### config.mk
export PLATFORM = sky130hd
export DESIGN_NAME = mio_bus_bridge
export DESIGN_NICKNAME = d
export VERILOG_FILES = /design/src/rtl/mio_pkg.sv /design/src/rtl/mio_addr_decode.sv /design/src/rtl/mio_bus_bridge.sv
export SDC_FILE = /design/constraint.sdc
export NUM_CORES = 1
export LEC_CHECK = 0
export BUFFER_PORTS_ARGS = -buffer_cell sky130_fd_sc_hd__buf_2
export CORE_AREA = 2 2 135 137
export CTS_BUF_LIST = sky130_fd_sc_hd__clkbuf_8
export DETAILED_ROUTE_END_ITERATION = 16
export DIE_AREA = 0 0 137 139
export GPL_TIMING_DRIVEN = 0
export PLACE_DENSITY = 0.7
export SLEW_MARGIN = 30
export SYNTH_ARGS = -nofsm -noshare
export SYNTH_HDL_FRONTEND = slang
export SYNTH_SLANG_ARGS = --single-unit
### constraint.sdc
create_clock -name clk -period 5.85 [get_ports clk]
set_clock_uncertainty 0.2 [all_clocks]
set_input_delay 0.585 -clock clk [delete_from_list [all_inputs] [get_ports clk]]
set_output_delay 0.585 -clock clk [all_outputs]
set_load 0.03 [all_outputs]
### src/rtl/mio_pkg.sv
// Shared definitions for the memory-mapped I/O bridge: FSM encoding, region map
// nibbles, the bus-error read value and the latched request payload.
package mio_pkg;

    typedef enum logic [1:0] {
        ST_IDLE   = 2'd0,
        ST_ACCESS = 2'd1,
        ST_RESP   = 2'd2
    } mio_state_e;

    localparam logic [3:0] REG_RAM = 4'h0;
    localparam logic [3:0] REG_VGA = 4'hC;
    localparam logic [3:0] REG_KBD = 4'hD;
    localparam logic [3:0] REG_SEG = 4'hE;
    localparam logic [3:0] REG_IO  = 4'hF;

    localparam logic [31:0] BUS_ERR_RDATA = 32'h0;

    typedef struct packed {
        logic        we;
        logic [31:0] addr;
    } mio_req_t;

    // Region nibble that selects a slave window.
    function automatic logic [3:0] region_of(input logic [31:0] addr);
        return addr[31:28];
    endfunction

endpackage

### src/rtl/mio_addr_decode.sv
// Combinational slave decoder: region nibble plus optional addr[2] qualifier
// to a one-hot match vector, lowest slave index wins on overlap.
module mio_addr_decode
    import mio_pkg::*;
#(
    parameter int unsigned          N_SLV    = 6,
    parameter logic [N_SLV*4-1:0]   SLV_BASE = {REG_VGA, REG_KBD, REG_IO, REG_IO, REG_SEG, REG_RAM},
    parameter logic [N_SLV-1:0]     SLV_A2   = 6'b001100,
    parameter logic [N_SLV-1:0]     SLV_A2V  = 6'b000100
) (
    input  logic [3:0]       region,
    input  logic             a2,
    output logic [N_SLV-1:0] match,
    output logic             valid
);

    always_comb begin
        match = '0;
        valid = 1'b0;
        for (int i = 0; i < int'(N_SLV); i++) begin
            if (!valid && (region == SLV_BASE[4*i +: 4]) &&
                (!SLV_A2[i] || (a2 == SLV_A2V[i]))) begin
                match[i] = 1'b1;
                valid    = 1'b1;
            end
        end
    end

endmodule

### src/rtl/mio_bus_bridge.sv
// CPU data port to N-slave memory-mapped bridge: latches one request, selects
// the decoded slave until it is ready (or times out) and returns a one-cycle response.
module mio_bus_bridge
    import mio_pkg::*;
#(
    parameter int unsigned          N_SLV    = 6,
    parameter int unsigned          DW       = 32,
    parameter int unsigned          AW       = 11,
    parameter logic [N_SLV*4-1:0]   SLV_BASE = {REG_VGA, REG_KBD, REG_IO, REG_IO, REG_SEG, REG_RAM},
    parameter logic [N_SLV-1:0]     SLV_A2   = 6'b001100,
    parameter logic [N_SLV-1:0]     SLV_A2V  = 6'b000100,
    parameter int unsigned          TIMEOUT  = 15,
    parameter int unsigned          TO_W     = 4
) (
    input  logic                clk,
    input  logic                rst,
    input  logic                cpu_req,
    input  logic                cpu_we,
    input  logic [31:0]         cpu_addr,
    input  logic [DW-1:0]       cpu_wdata,
    output logic [DW-1:0]       cpu_rdata,
    output logic                cpu_ready,
    output logic                cpu_err,
    output logic [N_SLV-1:0]    slv_sel,
    output logic                slv_we,
    output logic [AW-1:0]       slv_addr,
    output logic [DW-1:0]       slv_wdata,
    input  logic [N_SLV*DW-1:0] slv_rdata,
    input  logic [N_SLV-1:0]    slv_ready
);

    mio_state_e       state_q;
    mio_req_t         req_q;
    logic [DW-1:0]    wdata_q;
    logic [TO_W-1:0]  timer_q;

    logic [31:0]      dec_addr;
    logic [N_SLV-1:0] dec_match;
    logic             dec_valid;
    logic [DW-1:0]    tgt_rdata;
    logic             tgt_ready;
    logic [TO_W-1:0]  timer_inc;
    logic             timeout;
    logic             unused_addr_bits;

    // The live address is decoded while idle so an unmapped access can answer
    // in the next cycle; afterwards only the latched copy is used.
    always_comb begin
        dec_addr = (state_q == ST_IDLE) ? cpu_addr : req_q.addr;
    end

    assign unused_addr_bits = ^{dec_addr[27:3], dec_addr[1:0]};

    mio_addr_decode #(
        .N_SLV    (N_SLV),
        .SLV_BASE (SLV_BASE),
        .SLV_A2   (SLV_A2),
        .SLV_A2V  (SLV_A2V)
    ) u_decode (
        .region (region_of(dec_addr)),
        .a2     (dec_addr[2]),
        .match  (dec_match),
        .valid  (dec_valid)
    );

    // Only the target slave's ready and read data are observed.
    always_comb begin
        tgt_rdata = '0;
        tgt_ready = 1'b0;
        for (int i = 0; i < int'(N_SLV); i++) begin
            if (dec_match[i]) begin
                tgt_rdata = slv_rdata[DW*i +: DW];
                tgt_ready = slv_ready[i];
            end
        end
    end

    assign timer_inc = timer_q + TO_W'(1);
    assign timeout   = (timer_inc == TO_W'(TIMEOUT));

    assign slv_addr  = req_q.addr[AW+1:2];
    assign slv_wdata = wdata_q;

    always_ff @(posedge clk or negedge rst) begin
        if (!rst) begin
            state_q   <= ST_IDLE;
            req_q     <= '0;
            wdata_q   <= '0;
            timer_q   <= '0;
            cpu_rdata <= '0;
            cpu_ready <= 1'b0;
            cpu_err   <= 1'b0;
            slv_sel   <= '0;
            slv_we    <= 1'b0;
        end else begin
            case (state_q)
                ST_IDLE: begin
                    cpu_ready <= 1'b0;
                    cpu_err   <= 1'b0;
                    if (cpu_req) begin
                        req_q   <= mio_req_t'{we: cpu_we, addr: cpu_addr};
                        wdata_q <= cpu_wdata;
                        if (dec_valid) begin
                            state_q <= ST_ACCESS;
                            slv_sel <= dec_match;
                            slv_we  <= cpu_we;
                            timer_q <= '0;
                        end else begin
                            state_q   <= ST_RESP;
                            cpu_ready <= 1'b1;
                            cpu_err   <= 1'b1;
                            cpu_rdata <= DW'(BUS_ERR_RDATA);
                        end
                    end
                end

                ST_ACCESS: begin
                    // A ready in the final allowed cycle still completes cleanly.
                    if (tgt_ready) begin
                        state_q   <= ST_RESP;
                        cpu_ready <= 1'b1;
                        cpu_err   <= 1'b0;
                        cpu_rdata <= req_q.we ? '0 : tgt_rdata;
                        slv_sel   <= '0;
                        slv_we    <= 1'b0;
                        timer_q   <= '0;
                    end else if (timeout) begin
                        state_q   <= ST_RESP;
                        cpu_ready <= 1'b1;
                        cpu_err   <= 1'b1;
                        cpu_rdata <= DW'(BUS_ERR_RDATA);
                        slv_sel   <= '0;
                        slv_we    <= 1'b0;
                        timer_q   <= TO_W'(TIMEOUT);
                    end else begin
                        timer_q   <= timer_inc;
                    end
                end

                ST_RESP: begin
                    state_q   <= ST_IDLE;
                    cpu_ready <= 1'b0;
                    cpu_err   <= 1'b0;
                    slv_sel   <= '0;
                    slv_we    <= 1'b0;
                    timer_q   <= '0;
                end

                default: begin
                    state_q   <= ST_IDLE;
                    cpu_ready <= 1'b0;
                    cpu_err   <= 1'b0;
                    slv_sel   <= '0;
                    slv_we    <= 1'b0;
                    timer_q   <= '0;
                end
            endcase
        end
    end

endmodule

# Yosys cells after proc, flatten, opt, wreduce, memory -nomap -nowiden
# Cells that the tools add are included.
totals:
  in_bits: 266
  rom_bits: 0
  elab_cells: 99
  latch_bits: 0
  ramBits: 0
  out_inout_bits: 84
  mem_count: 0
  regBits: 112
classes:
  n_addsub: 1
  eq_ne: 10
  bitwise: 1
  muxes: 57
  mul: 0
  div: 0
  n_shift: 0
  order_cmp: 0
  n_reduce_logical: 20
ops:
  columns: ["cell", "count"]
  rows:
  - ["$mux W32", 12]
  - ["$pmux W32 S2", 1]
  - ["$mux W1", 26]
  - ["$mux W6", 4]
  - ["$eq A4 B4 Y1 const B", 5]
  - ["$mux W4", 4]
  - ["$pmux W6 S2", 1]
  - ["$mux W2", 4]
  - ["$pmux W4 S2", 1]
  - ["$logic_and A1 B1 Y1", 7]
  - ["$ne A2 B2 Y1 const B", 3]
  - ["$pmux W1 S2", 3]
  - ["$reduce_and A2 Y1", 3]
  - ["$logic_not A1 Y1", 5]
  - ["$add A4 B1 Y4 const B", 1]
  - ["$logic_not A4 Y1", 1]
  - ["$pmux W2 S2", 1]
  - ["$reduce_and A4 Y1", 1]
  - ["$ne A3 B3 Y1 const B", 1]
  - ["$reduce_and A3 Y1", 1]
  - ["$eq A2 B1 Y1 const B", 1]
  - ["$logic_not A2 Y1", 1]
  - ["$reduce_bool A2 Y1", 1]
  - ["$not A1 Y1", 1]

# Longest topological paths before layout
# Gate-level depths: netlist (run 1).
logic_depth:
  depth_word: 25
  depth_mapped: 10
  mapped_depth_nobuf: 6

# Modules after synthesis
# From an unflattened synthesis (run 1), not the netlist that was laid out.
unflattened:
  cells_unflattened: 580
  hier_area_um2: 5696.7
modules_own_cells:
  columns: ["mod", "seq_area_each_um2", "area_each_um2", "cells_each", "n_inst"]
  rows:
  - ["mio_bus_bridge", 2377.3, 5632.9, 570, 1]
  - ["mio_addr_decode", 0.0, 63.8, 10, 1]

# Worst setup path before layout (run 1)
# Ideal clock, no wire load.
synth_path:
  path_kind: "input-to-reg"
  from: "in cpu_addr[29]"
  to: "reg cpu_rdata[24]"
  setup_time_ns: 0.121
  setup_slack_ns: 3.065
  required_ns: 5.529
  arrival_time_ns: 2.465
  n_path_buf: 4
  cell_stages: 10
  path_cell_list: "or3b_1 -> buf_2 -> and2_1 -> buf_2 -> a32oi_2 -> o32ai_2 -> a311o_1 -> buf_2 -> buf_6 -> a22o_1"
synth_via:
  elab_chain_len: 24
  word_cells_on_any_way: 47
  classes_between: "eq/ne (6); mux (27); reduce/logical (14)"
synth_lines:
  columns: ["item", "line_no", "text"]
  rows:
  - ["start: declaration", "mio_bus_bridge.sv:19", "input logic [31:0] cpu_addr,"]
  - ["$mux W32 (*)", "mio_bus_bridge.sv:49", "dec_addr = (state_q == ST_IDLE) ? cpu_addr : req_q.addr;"]
  - ["$logic_not A4 Y1", "mio_addr_decode.sv:21", "if (!valid && (region == SLV_BASE[4*i +: 4]) &&"]
  - ["$mux W1", "mio_addr_decode.sv:21", null]
  - ["$logic_not A1 Y1", "mio_addr_decode.sv:21", null]
  - ["$logic_and A1 B1 Y1", "mio_addr_decode.sv:21", null]
  - ["$mux W1", "mio_addr_decode.sv:21", null]
  - ["$logic_not A1 Y1", "mio_addr_decode.sv:21", null]
  - ["$logic_and A1 B1 Y1 (2 in a row)", "mio_addr_decode.sv:21", null]
  - ["[7 not listed]", null, null]
  - ["$mux W1", "mio_addr_decode.sv:21", null]
  - ["$logic_not A1 Y1", "mio_addr_decode.sv:21", null]
  - ["$logic_and A1 B1 Y1", "mio_addr_decode.sv:21", null]
  - ["$mux W1", "mio_addr_decode.sv:21", null]
  - ["$mux W32", "mio_bus_bridge.sv:71", "if (dec_match[i]) begin"]
  - ["$mux W32", "mio_bus_bridge.sv:123", "cpu_rdata <= req_q.we ? '0 : tgt_rdata;"]
  - ["$mux W32", "mio_bus_bridge.sv:119", "if (tgt_ready) begin"]
  - ["$pmux W32 S2", "mio_bus_bridge.sv:96", "case (state_q)"]
  - ["end signal: assignment", "mio_bus_bridge.sv:112", "cpu_rdata <= DW'(BUS_ERR_RDATA);"]
  - ["end signal: assignment", "mio_bus_bridge.sv:123", null]
  - ["end signal: assignment", "mio_bus_bridge.sv:131", "cpu_rdata <= DW'(BUS_ERR_RDATA);"]
  - ["end: declaration", "mio_bus_bridge.sv:21", "output logic [DW-1:0] cpu_rdata,"]
# Every way passes the cells marked *; elsewhere a longest branch is shown, timed or not.
# A chain may end at the register's enable or synchronous reset.

# Worst setup path after layout (run 1)
layout_path:
  from: "reg state_q[0]"
  to: "reg cpu_rdata[6]"
layout_via:
  elab_chain_len: 25
  word_cells_on_any_way: 52
  classes_between: "eq/ne (8); mux (27); bitwise (1); reduce/logical (16)"
layout_lines:
  columns: ["item", "line_no", "text"]
  rows:
  - ["start: declaration", "mio_bus_bridge.sv:32", "mio_state_e state_q;"]
  - ["start signal: assignment", "mio_bus_bridge.sv:86", "state_q <= ST_IDLE;"]
  - ["start signal: assignment", "mio_bus_bridge.sv:104", "state_q <= ST_ACCESS;"]
  - ["start signal: assignment", "mio_bus_bridge.sv:109", "state_q <= ST_RESP;"]
  - ["$logic_not A2 Y1", "mio_bus_bridge.sv:49, mio_bus_bridge.sv:96", null]
  - ["$mux W32", "mio_bus_bridge.sv:49", null]
  - ["$logic_not A4 Y1", "mio_addr_decode.sv:21", null]
  - ["$mux W1", "mio_addr_decode.sv:21", null]
  - ["$logic_not A1 Y1", "mio_addr_decode.sv:21", null]
  - ["$logic_and A1 B1 Y1", "mio_addr_decode.sv:21", null]
  - ["$mux W1", "mio_addr_decode.sv:21", null]
  - ["$logic_not A1 Y1", "mio_addr_decode.sv:21", null]
  - ["[9 not listed]", null, null]
  - ["$mux W1", "mio_addr_decode.sv:21", null]
  - ["$logic_not A1 Y1", "mio_addr_decode.sv:21", null]
  - ["$logic_and A1 B1 Y1", "mio_addr_decode.sv:21", null]
  - ["$mux W1", "mio_addr_decode.sv:21", null]
  - ["$mux W32", "mio_bus_bridge.sv:71", null]
  - ["$mux W32", "mio_bus_bridge.sv:123", null]
  - ["$mux W32", "mio_bus_bridge.sv:119", null]
  - ["$pmux W32 S2", "mio_bus_bridge.sv:96", null]
# Parallel ways exist; a longest one is shown, timed or not.

==> results.yml, run 1 <==
clocking:
  cts.repair.resized: 0
  cts_setup_buffers: 0
  clock-sinks: 95
  cts_root_buf: "clkbuf_8"
  h-tree-depth: 3
  ctsHoldBuffers: 1
  insertion_delay_ns: 0.37
  cts_buffers: 9
  path_clk_slew_ns: 0.10
  cts_tree: "built"
  cts_buffer_depth: 2
critical_path:
  startpoint_type: "register"
  cp.arrival_ns: 3.34
  r2r_cells: 9
  crit_type: "reg2reg"
  slowest_delay_ns: 0.52
  required_ns: 5.89
  cp_slowest_cell: "o32ai_2"
  path_max_fanout: 10
  cpMostUsedCell: "buf_2"
  crit_path_end_kind: "register"
  crit_chain: "buf_2 > o211ai_1 > a22oi_2 > a21boi_2 > o32ai_2 > or3_1 > clkbuf_1 > buf_2 > o2bb2ai_1"
pwr:
  internal_power_mw: 1.79
  pwr-share-clk_pct: 15.9
  netSwitchingFraction_pct: 47.2
  seq_power_share_pct: 29.3
  power_leakage_nw: 4.14
  power_frac_comb_pct: 54.9
  power_mw: 3.40
  powerDensity_mw_per_mm2: 448
  p_sw_mw: 1.61
  peakVddDrop_mv: 0.332
timing:
  tightest_slew_ns: 1.01
  period_share_pct: 56.4
  finalCriticalPeriod_ns: 3.30
  finalHoldViolCount: 0
  hold_ws_ns: 0.193
  finalSetupTns_ns: 0
  rsz0062_at_grt: "false"
  timing.fmax_ghz: 0.303
  slew_headroom_pct: 32.1
  slew_violations: 0
  setup_viol: 0
synthesis:
  async_flop_share_pct: 100
  syn_inst: 591
  ys_seq_area_share_pct: 44.5
  yosys.area.top_type_share_pct: 44.5
  synth.cell_area_mm2: 0.00534
  synth_edf_count: 0
  yosys_warnings: 0
  synth_area_leaders: "dfrtp_1 44%, nand2_1 13%, mux2i_1 6.2%"
  syn_area_per_cell_um2: 9.04
  synth_cell_types: 48
  synth_seq_cells: 95
  syn_nets: 859
  synth_commonest_cells: "187 x nand2_1, 95 x dfrtp_1, 48 x o21ai_0"
  synth_top_area_cell: "dfrtp_1"
  ys.flop_type: "dfrtp_1"
  synth_most_common_cell: "nand2_1"
floorplanning:
  die_h_um: 139
  io_pins: 350
  core_mm2: 0.0177
  dieArea_mm2: 0.0190
  start_util_pct: 30.3
  rows: 49
  die_w_um: 137
worst_hold_path:
  hold_depth: 3
  hp-class: "in2reg"
drt:
  antenna_left: 0
  wl_mm: 20.3
  via_count: 5811
  first_pass_iters: 7
  first_iter_violations: 388
  wl_per_cell_um: 17.4
  drc: 0
  viasPerCell: 4.96
final_layout:
  nets: 1204
  fillers: 1789
  syn2layout_area_growth_pct: 42.0
  postLayoutCellArea_mm2: 0.00758
  drive_gt1_share_pct: 41.3
global_routing:
  grt_antenna_before_repair: 2
  grt_max_degree: 56
  grt-ovfl-total: 0
  grt_pass1_wl_mm: 29.7
  grt_pass1_vias: 5518
  grt.total_usage_pct: 20.3
place:
  place_congestion: 0.828
  dpl_cell_area_mm2: 0.00732
  dp_hpwl_mm: 15.6
  numPortBuffers: 332
run_status:
  status: "finished clean"
flow_run:
  cap_violations: 0
==> path summary, 6_finish.rpt <==
check,startpoint,endpoint,slack (ns)
worst max-delay path,state_q[0]$_DFFE_PN0P_,cpu_rdata[6]$_DFFE_PN0P_,2.55
worst min-delay path,cpu_wdata[12],slv_wdata[12]$_DFFE_PN0P_,0.19
worst max register to register,state_q[0]$_DFFE_PN0P_,cpu_rdata[6]$_DFFE_PN0P_,2.55
worst min register to register,slv_wdata[10]$_DFFE_PN0P_,slv_wdata[10]$_DFFE_PN0P_,0.28
max in group asynchronous,rst,cpu_rdata[19]$_DFFE_PN0P_,4.34
min in group asynchronous,rst,slv_addr[5]$_DFFE_PN0P_,0.48
==> layout by cell type (no fill, tap or decap), types with 2 or more instances in the layout <==
| cell type | Yosys | final |
|---|---|---|
| clkbuf_8 | 0 | 9 |
| buf_2 | 12 | 343 |
| a21boi_0 | 24 | 24 |
| mux2i_1 | 33 | 33 |
| nand2_1 | 187 | 187 |
| dfrtp_1 | 95 | 95 |
| or2_2 | 2 | 2 |
| buf_6 | 1 | 2 |
| a22o_1 | 22 | 22 |
| a32o_1 | 5 | 5 |
| a21oi_1 | 4 | 4 |
| o2bb2ai_1 | 24 | 24 |
| inv_1 | 5 | 6 |
| a22oi_1 | 9 | 9 |
| clkbuf_1 | 25 | 25 |
| buf_1 | 2 | 2 |
| o32ai_2 | 2 | 2 |
| nor2b_1 | 3 | 3 |
| bufinv_16 | 0 | 3 |
| o21ai_1 | 2 | 2 |
| a222oi_1 | 24 | 24 |
| o21ai_0 | 48 | 48 |
| ha_1 | 2 | 2 |
| nor3_2 | 1 | 2 |
| nand3_1 | 2 | 2 |
| and2_1 | 11 | 11 |
| nor2_1 | 8 | 8 |
| buf_4 | 14 | 14 |
| a21o_1 | 3 | 3 |
==> sequential cells by signal, summed over array words and instances, names as in the netlist <==
name	count
cpu_ready	1
slv_wdata	32
cpu_rdata	32
timer_q	4
slv_we	1
state_q	2
req_q	5
cpu_err	1
slv_sel	6
slv_addr	11
==> worst max-delay path: cells and delay by family, from the launching register on <==
family	cells	cell delay, ns
buffers and inverters	3	0.84
AOI/OAI and AO/OA	5	1.50
DFF	1	0.47
and+or+nand+nor	1	0.19
==> logic make-up after synthesis <==
family          Yosys count  synth area share, %
flops                    95                 44.5
xor+xnor                  1                0.164
simple gates            224                 17.5
buf+inv                  59                 5.55
compound gates          177                 25.6
mux                      33                 6.18
fa+ha+maj                 2                0.468
==> metrics by stage <==
stage                     setup slack, ns  util [%]  cells
after floorplan                      3.06         -    591
after global placement               2.47      41.3   1152
after detailed placement             2.46      41.5   1153
after CTS                            2.52      42.9   1170
after global routing                 2.31      43.0   1171
final                                2.55      43.0   1171
==> per-layer routing <==
| metal | wire length (um) | vias to the layer above | track usage (%) |
|---|---|---|---|
| met4 | 364 | 2 | 6.62 |
| li1 | - | 2799 | - |
| met5 | 16 | - | 0 |
| met3 | 1710 | 28 | 4.09 |
| met2 | 9840 | 292 | 34.1 |
| met1 | 8400 | 2690 | 26.0 |
==> final cells by class <==
cell class	instances	area, um2	share of cell area [%]
buffer	54	278	3.66
antenna	1	2.50	0.0330
timing repair buffer	334	1710	22.5
clock inverter	7	119	1.57
clock buffer	9	124	1.63
multi-input combinational	437	2670	35.3
inverter	5	18.8	0.247
tap	229	287	3.78
sequential	95	2380	31.3
==> power by group through the flow <==
| stage | Clock (mW) | Sequential [mW] | Combinational [mW] |
|---|---|---|---|
| 2_1_floorplan | 0 | 1.25 | 0.996 |
| 3_3_place_gp | 0 | 0.997 | 1.85 |
| 3_5_place_dp | 0 | 0.995 | 1.88 |
| 4_1_cts | 0.556 | 0.992 | 1.88 |
| 5_1_grt | 0.580 | 1.02 | 2.04 |
| 6_report | 0.539 | 0.995 | 1.86 |
No activity file was read; power rests on OpenSTA's default activity.
==> run 2, diff against run 1 <==
==> constraint.sdc (replaced) <==
create_clock -name clk -period 3.06 [get_ports clk]
set_clock_uncertainty 0.2 [all_clocks]
set_input_delay 0.306 -clock clk [delete_from_list [all_inputs] [get_ports clk]]
set_output_delay 0.306 -clock clk [all_outputs]
set_load 0.03 [all_outputs]
==> run 2 against run 1 <==
Clock power increased by 91%. Total power increased by 97%. Via count increased by 3.9%. Core utilization increased by 3.3 points. Combinational power increased by 100%. Largest power group unchanged. Global-route usage increased by 1.2 points. Hold slack got worse by 0.072 ns. Count of clock-buffer cells in the layout unchanged.
==> results.yml, run 2 (synthesized netlist as in run 1, its figures left out) <==
place:
  dp_hpwl_mm: 15.6
  numPortBuffers: 332
  pre_cts_slack_ns: -0.223
  dp.cells: 1153
  place_congestion: 0.828
clocking:
  cts_tree: "built"
  cts_root_buf: "clkbuf_8"
  cts_buffers: 9
  h-tree-depth: 3
  path_clk_slew_ns: 0.10
  insertion_delay_ns: 0.37
  cts_buffer_depth: 2
  clock-sinks: 95
worst_hold_path:
  hold_depth: 5
  hp-class: "in2reg"
critical_path:
  required_ns: 3.13
  path_buf_inv: 4
  cp.arrival_ns: 3.02
  crit_type: "reg2reg"
  path_delay_family: "compound AO/OA/AOI/OAI gates"
  r2r_cells: 10
  startpoint_type: "register"
  crit_cells: 10
  path_max_fanout: 10
  crit_chain: "or3b_1 > buf_2 > and2_1 > clkbuf_4 > a32oi_4 > o32ai_4 > a311o_1 > buf_4 > buf_6 > a22o_1"
  cp_slowest_cell: "dfrtp_2"
  slowest_delay_ns: 0.47
  crit_path_end_kind: "register"
drt:
  drc: 0
  via_count: 6036
  wl_mm: 21.4
  wl_per_cell_um: 17.5
  antenna_left: 0
  first_iter_violations: 426
  first_pass_iters: 10
  viasPerCell: 4.94
pwr:
  power_mw: 6.70
  powerDensity_mw_per_mm2: 820
  power_leakage_nw: 4.38
  peakVddDrop_mv: 0.639
global_routing:
  grt_max_degree: 56
  grt-ovfl-total: 0
  grt_pass1_wl_mm: 31.7
  grt.total_usage_pct: 21.6
  grt_pass1_vias: 5937
  grt_antenna_before_repair: 1
final_layout:
  final_common_cell: "buf_2"
  layoutNonFillerInstCount: 1223
  nets: 1256
  final_cell_mix: "338 x buf_2, 187 x nand2_1, 94 x dfrtp_1, 48 x dlygate4sd3_1, 47 x o21ai_0"
  drive_gt1_share_pct: 40.2
  syn2layout_area_growth_pct: 53.0
floorplanning:
  io_pins: 350
  die_h_um: 139
  rows: 49
  core_mm2: 0.0177
  start_util_pct: 30.3
  dieArea_mm2: 0.0190
  die_w_um: 137
timing:
  timing.fmax_ghz: 0.339
  slew_headroom_pct: 36.3
  finalHoldViolCount: 0
  finalCriticalPeriod_ns: 2.95
  setup_viol: 0
  finalSetupTns_ns: 0
  period_share_pct: 96.5
  worst_slack_ns: 0.108
  slew_violations: 0
  tightest_slew_ns: 0.952
flow_run:
  cap_violations: 0
run_status:
  status: "finished clean"
## run 2: repair_timing
item / CTS / global route
hold buffers: 48 / 0
resized for setup: 6 / 12
gates cloned: 0 / 0
pin swaps: 1 / 2
endpoints found under the setup margin: 34 / 38
hold endpoints to repair: 88 / 0
setup buffers: 1 / 6
## run 2: layout make-up
class                           instances  area, um2
Inverter                                5       18.8
Buffer                                 52        283
Antenna cell                            1       2.50
Tap cell                              229        287
Timing Repair Buffer                  388       2230
Clock buffer                            9        124
Multi-Input combinational cell        437       2730
Fill cell                            1703       9490
Sequential cell                        95       2380
Clock inverter                          7        119
## run 2: layer usage
| layer | share of wire, % | global-route usage (%) |
|---|---|---|
| met5 | 0 | 0 |
| met2 | 49 | 37.5 |
| met3 | 7.3 | 3.58 |
| met1 | 41 | 27.0 |
| met4 | 1.9 | 6.89 |
## run 2: power breakdown
group / total (mW) / leakage [nW] / switching (mW) / internal [mW]
registers: 1.92 / 1.24 / 0.280 / 1.64
clock network: 1.03 / 0.127 / 0.484 / 0.548
logic: 3.75 / 3.01 / 2.39 / 1.35
## run 2: through the flow
stage / cell area (um2) / hold slack (ns) / util [%]
2_1_floorplan: 5340 / -0.190 / -
3_3_place_gp: 7290 / 0.253 / 41.3
3_5_place_dp: 7320 / 0.0498 / 41.5
4_1_cts: 8090 / 0.100 / 45.8
5_1_grt: 8170 / 0.117 / 46.3
6_report: 8170 / 0.121 / 46.3
## run 2: worst reg2reg max path, delay by kind of cell, from the launching register on
family / cells / cell delay (ns)
AOI/OAI and AO/OA: 4 / 0.99
buffers and inverters: 4 / 0.70
and+or+nand+nor: 2 / 0.49
DFF: 1 / 0.47
## run 2: worst paths after layout
kind	startpoint	endpoint	slack [ns]
max	state_q[0]$_DFFE_PN0P_	cpu_rdata[31]$_DFFE_PN0P_	0.11
min	slv_rdata[146]	cpu_rdata[18]$_DFFE_PN0P_	0.12
max reg2reg	state_q[0]$_DFFE_PN0P_	cpu_rdata[31]$_DFFE_PN0P_	0.11
min reg2reg	slv_wdata[0]$_DFFE_PN0P_	slv_wdata[0]$_DFFE_PN0P_	0.28
max in group asynchronous	rst	slv_sel[3]$_DFFE_PN0P_	1.82
min in group asynchronous	rst	slv_addr[5]$_DFFE_PN0P_	0.21
